**src/rtl/leaf_out_arbiter.sv**
```systemverilog
// Round-robin scheduler for a leaf's single outbound BFT packet channel.
// Grants one user output stream per cycle under per-stream credit flow control.
module leaf_out_arbiter #(
  parameter int PACKET_BITS   = 49,
  parameter int PAYLOAD_BITS  = 32,
  parameter int NUM_LEAF_BITS = 5,
  parameter int NUM_PORT_BITS = 4,
  parameter int NUM_ADDR_BITS = 7,
  parameter int NUM_OUT_PORTS = 4
) (
  input  logic                                    clk,
  input  logic                                    reset,
  input  logic [NUM_OUT_PORTS*PAYLOAD_BITS-1:0]   din_leaf_user2interface,
  input  logic [NUM_OUT_PORTS-1:0]                vld_user2interface,
  output logic [NUM_OUT_PORTS-1:0]                ack_interface2user,
  input  logic                                    cfg_wr,
  input  logic [NUM_PORT_BITS-1:0]                cfg_port,
  input  logic [NUM_LEAF_BITS+NUM_PORT_BITS-1:0]  cfg_dest,
  input  logic                                    credit_vld,
  input  logic [NUM_PORT_BITS-1:0]                credit_port,
  input  logic [NUM_ADDR_BITS:0]                  credit_amount,
  input  logic                                    bft_ready,
  output logic [PACKET_BITS-1:0]                  dout_leaf_interface2bft
);

  localparam int DEST_W = NUM_LEAF_BITS + NUM_PORT_BITS;
  localparam int CRED_W = NUM_ADDR_BITS + 1;
  localparam int PTR_W  = (NUM_OUT_PORTS > 1) ? $clog2(NUM_OUT_PORTS) : 1;
  localparam logic [CRED_W-1:0] CRED_MAX = CRED_W'(2**NUM_ADDR_BITS);

  function automatic logic [CRED_W-1:0] sat_credit(input logic [CRED_W:0] sum);
    if (sum > {1'b0, CRED_MAX}) return CRED_MAX;
    return sum[CRED_W-1:0];
  endfunction

  // Stream index (base + k) mod NUM_OUT_PORTS without relying on a power-of-two count.
  function automatic logic [PTR_W-1:0] wrap_idx(input logic [PTR_W-1:0] base, input int k);
    int j;
    j = int'(base) + k;
    if (j >= NUM_OUT_PORTS) j = j - NUM_OUT_PORTS;
    return PTR_W'(j);
  endfunction

  logic [NUM_OUT_PORTS-1:0] cfg_ok;
  logic [DEST_W-1:0]        dest      [NUM_OUT_PORTS];
  logic [NUM_ADDR_BITS-1:0] addr      [NUM_OUT_PORTS];
  logic [CRED_W-1:0]        credit    [NUM_OUT_PORTS];
  logic [CRED_W-1:0]        credit_nxt[NUM_OUT_PORTS];
  logic [PTR_W-1:0]         rr_ptr;

  logic [PACKET_BITS-1:0]   pkt_p0;
  logic [PACKET_BITS-1:0]   pkt_p1;
  logic                     vld_p1;

  logic [NUM_OUT_PORTS-1:0] eligible;
  logic [NUM_OUT_PORTS-1:0] xfer;
  logic                     slot_free;
  logic                     gnt_found;
  logic [PTR_W-1:0]         gnt_idx;
  logic                     grant_en;

  assign vld_p1    = pkt_p1[PACKET_BITS-1];
  assign slot_free = ~vld_p1 | bft_ready;
  assign grant_en  = slot_free & gnt_found;

  always_comb begin
    for (int i = 0; i < NUM_OUT_PORTS; i++) begin
      eligible[i] = vld_user2interface[i] & cfg_ok[i] & (credit[i] != '0);
    end
  end

  always_comb begin
    gnt_found = 1'b0;
    gnt_idx   = '0;
    for (int k = 0; k < NUM_OUT_PORTS; k++) begin
      if (!gnt_found && eligible[wrap_idx(rr_ptr, k)]) begin
        gnt_found = 1'b1;
        gnt_idx   = wrap_idx(rr_ptr, k);
      end
    end
  end

  always_comb begin
    ack_interface2user = '0;
    if (grant_en) ack_interface2user[gnt_idx] = 1'b1;
  end

  assign xfer = ack_interface2user & vld_user2interface;

  // Stage p0: packet assembled from the granted stream's current table entry.
  always_comb begin
    pkt_p0 = '0;
    if (grant_en) begin
      pkt_p0 = {1'b1, dest[gnt_idx], addr[gnt_idx],
                din_leaf_user2interface[gnt_idx*PAYLOAD_BITS +: PAYLOAD_BITS]};
    end
  end

  // A same-cycle send and credit return net out before saturating.
  always_comb begin
    for (int i = 0; i < NUM_OUT_PORTS; i++) begin
      credit_nxt[i] = sat_credit({1'b0, credit[i]} - (CRED_W+1)'(xfer[i])
                                 + ((credit_vld && credit_port == NUM_PORT_BITS'(i))
                                    ? {1'b0, credit_amount} : '0));
    end
  end

  // Stage p1: packet register and per-stream bookkeeping.
  always_ff @(posedge clk) begin
    if (reset) begin
      pkt_p1 <= '0;
      rr_ptr <= '0;
      cfg_ok <= '0;
      for (int i = 0; i < NUM_OUT_PORTS; i++) begin
        dest[i]   <= '0;
        addr[i]   <= '0;
        credit[i] <= CRED_MAX;
      end
    end else begin
      if (slot_free) pkt_p1 <= pkt_p0;
      if (grant_en)  rr_ptr <= wrap_idx(gnt_idx, 1);
      for (int i = 0; i < NUM_OUT_PORTS; i++) begin
        credit[i] <= credit_nxt[i];
        if (xfer[i]) addr[i] <= addr[i] + 1'b1;
        if (cfg_wr && cfg_port == NUM_PORT_BITS'(i)) begin
          dest[i]   <= cfg_dest;
          cfg_ok[i] <= 1'b1;
        end
      end
    end
  end

  assign dout_leaf_interface2bft = pkt_p1;

endmodule

```
**config.mk**
```make
export PLATFORM = sky130hd
export DESIGN_NAME = leaf_out_arbiter
export DESIGN_NICKNAME = d
export VERILOG_FILES = /design/src/rtl/leaf_out_arbiter.sv
export SDC_FILE = /design/constraint.sdc
export NUM_CORES = 1
export LEC_CHECK = 0
export CORE_ASPECT_RATIO = 2
export CORE_MARGIN = 5
export CORE_UTILIZATION = 51
export CTS_CLUSTER_DIAMETER = 50
export DETAILED_ROUTE_END_ITERATION = 8
export DONT_BUFFER_PORTS = 1
export PLACE_DENSITY = 0.71
export SYNTH_ARGS = -nofsm -noshare
export SYNTH_HDL_FRONTEND = slang
export SYNTH_SLANG_ARGS = --single-unit
```
**constraint.sdc**
```tcl
create_clock -name clk -period 4.1 [get_ports clk]
set_input_delay 0.82 -clock clk [delete_from_list [all_inputs] [get_ports clk]]
set_output_delay 0.82 -clock clk [all_outputs]
set_load 0.05 [all_outputs]
```
==> out/results.tsv <==
metric	value	unit
status	finished, final reports clean	
endpoint_kind	register	
critPathArrivalTime	4.40	ns
final_common_cell	mux2i_1	
grt-ovfl-total	0	
grt_pass1_vias	6969	
synth_edf_count	64	
required	4.45	ns
clkTransAtPathRegs	0.06	ns
cp_max_fo	3	
leakage	5.19	nW
grt_max_degree	70	
finalCritPeriodShare	0.988	
most-common-layout-cells	mux2i_1, inv_1, dfxtp_1	
synth_cells	937	
areaGrowthSynthToFinish	12.3	%
p_total	0.00532	W
grt_usage	0.211	
die_area	0.0211	sq mm
via_per_inst	5.74	
gp_congestion	0.934	
ys.warnings.count	0	
cts_buffers	17	
finalHoldViolCount	0	
root_buffer	clkbuf_16	
synth-seq-cells	151	
fillers	1566	
ys_seq_area_frac	0.395	
finClkSkew	0.0135	ns
place_hpwl	17.9	mm
cap_violations	0	
setup-violations-final	0	
slew_violations	0	
min_path_type	reg2reg	
fp.dieW	105	um
grt_first_pass_wirelength	35.2	mm
rows	69	
drt_wl_total	22.9	mm
io_pins	215	
slew_headroom	0.221	
post-route-drc-count	0	
use_met3	0.0679	
cts_hold_buf	0	
layout-drive-gt1-share	0.142	
power_density	511	mW/mm^2
met1_usage	0.187	
antenna_left	0	
critical_path_class	reg2reg	
synth_nets	1171	
fmax	247	MHz
clock-sinks	151	
clockBufferDepth	2	
hold_ws	0.461	ns
vias	6806	
ys.flop_type	dfxtp_1	
cts_tree	done	
start_util	0.519	
cts.htree.levels	4	
design.core.area	0.0179	sq mm
clock_latency	0.42	ns
gr-max-usage-layer	met2	
die_height	201	um
layout_min_cycle_time	4.05	ns
rsz0062_at_grt	true	
synth_area	0.00927	sq mm
firstDrtPassIters	4	
avgSynthCellArea	9.90	sq um
synthArstFlopShare	0	
cp-start-kind	register	
fin_nets	1193	
tightest_slew	1.17	ns
antenna_found_initial	1	
wire_per_inst	19.3	um
met2_usage	0.421	
drtIter0Drc	249	
setup_tns	0	ns
peakVddDrop	0.000651	V
synthDistinctLibCells	49	
port_buffers	0	
-- metrics by stage --
stage	worst slack (ns)	cells	instance area (sq um)	util
4_1_cts	-0.0134	1180	10100	0.567
3_5_place_dp	-0.0692	1147	9610	0.538
5_1_grt	-0.110	1186	10400	0.583
2_1_floorplan	0.0395	937	9290	-
3_3_place_gp	-0.00177	1147	9610	0.538
6_report	0.0481	1186	10400	0.583
-- cell type report --
class | instances | area (sq um) | area share
Antenna cell | 1 | 2.50 | 0.000240
Clock buffer | 20 | 438 | 0.0421
Clock inverter | 12 | 76.3 | 0.00733
Inverter | 112 | 420 | 0.0404
Multi-Input combinational cell | 642 | 5270 | 0.506
Sequential cell | 151 | 3660 | 0.352
Tap cell | 213 | 267 | 0.0256
Timing Repair Buffer | 35 | 274 | 0.0263
-- flip-flops by register name, summed over array words and instances (netlist names) --
register                 flops
rr_ptr                       2
dout_leaf_interface2bft     49
dest                        36
cfg_ok                       4
credit                      32
addr                        28
-- cell usage after synthesis, types with 2 or more instances --
| library cell | instances | area (sq um) |
|---|---|---|
| mux2_2 | 3 | 33.8 |
| inv_1 | 112 | 420 |
| xnor2_1 | 25 | 219 |
| fa_1 | 4 | 80.1 |
| o41ai_1 | 4 | 35.0 |
| or4_1 | 3 | 22.5 |
| clkbuf_1 | 13 | 48.8 |
| o21ai_0 | 4 | 20.0 |
| edfxtp_1 | 64 | 1920 |
| or3_1 | 4 | 25.0 |
| nor2_1 | 67 | 251 |
| o21ai_1 | 7 | 35.0 |
| nand2_1 | 64 | 240 |
| nor4_1 | 6 | 37.5 |
| a22o_1 | 48 | 420 |
| o211ai_1 | 3 | 22.5 |
| nor3_1 | 20 | 100 |
| ha_1 | 68 | 851 |
| a21o_1 | 8 | 60.1 |
| a31o_2 | 3 | 26.3 |
| nand3_1 | 11 | 55.1 |
| or2_1 | 4 | 25.0 |
| mux2i_1 | 145 | 1450 |
| and3_1 | 8 | 50.1 |
| nor2b_1 | 9 | 56.3 |
| o21bai_1 | 3 | 22.5 |
| o31ai_1 | 3 | 22.5 |
| a41oi_1 | 3 | 26.3 |
| and2_1 | 47 | 294 |
| buf_6 | 6 | 67.6 |
| or4_4 | 2 | 22.5 |
| nor2_2 | 7 | 43.8 |
| a21oi_1 | 15 | 75.1 |
| buf_2 | 12 | 60.1 |
| nand3b_1 | 2 | 15.0 |
| nor3b_1 | 10 | 75.1 |
| a211oi_1 | 4 | 30.0 |
| dfxtp_1 | 87 | 1740 |
| xor2_1 | 19 | 166 |
-- worst max-delay path, stage by stage (launching register included) --
cell and delay (ns):
dfxtp_1 0.32, or4_4 0.55, o211ai_1 0.28, nand2_1 0.15, buf_6 0.14, o31ai_4 0.30
nor2_2 0.08, and2_4 0.15, ha_1 0.26, inv_1 0.06, ha_2 0.18, inv_2 0.04
fa_2 0.39, nor2b_2 0.13, o21ai_2 0.09, a21oi_2 0.19, nor3_2 0.06, xor2_1 0.25
a41oi_2 0.19, nor3b_2 0.19
-- cells by family (layout without fill, tap and decap cells) --
family                   after synthesis  count (layout)  synth area share
AND/OR/NAND/NOR                      267             267             0.144
flip-flops                           151             151             0.395
multiplexers                         148             148             0.160
buffers and inverters                144             179            0.0652
AO/OA/AOI/OAI                        111             111            0.0935
adder cells (fa/ha/maj)               72              72             0.100
XOR/XNOR                              44              44            0.0416
other                                  0               1                 0
-- metal layers --
| metal | vias to the layer above | share of wire |
|---|---|---|
| met2 | 251 | 0.57 |
| met4 | 0 | 0.027 |
| met3 | 39 | 0.078 |
| li1 | 3308 | - |
| met5 | - | 0 |
| met1 | 3208 | 0.33 |
-- final timing paths --
kind                              startpoint      endpoint  slack (ns)  depth (start not counted)
worst min register to register     cfg_ok[2]     cfg_ok[2]        0.46                          1
worst max register to register  credit[1][6]  credit[1][1]        0.05                         19
worst max-delay path            credit[1][6]  credit[1][1]        0.05                         19
worst min-delay path               cfg_ok[2]     cfg_ok[2]        0.46                          1
-- power breakdown --
group	switching, W	internal (W)
combinational	0.00124	0.000938
sequential	0.0000998	0.00168
clock	0.000592	0.000773
total	0.00193	0.00339
-- repair_timing --
action	CTS	global route
setup endpoints to repair	15	35
resized for setup	2	56
gates cloned	0	0
setup buffers	1	6
pin swaps	1	37
No activity file was read; power rests on OpenSTA's default activity.
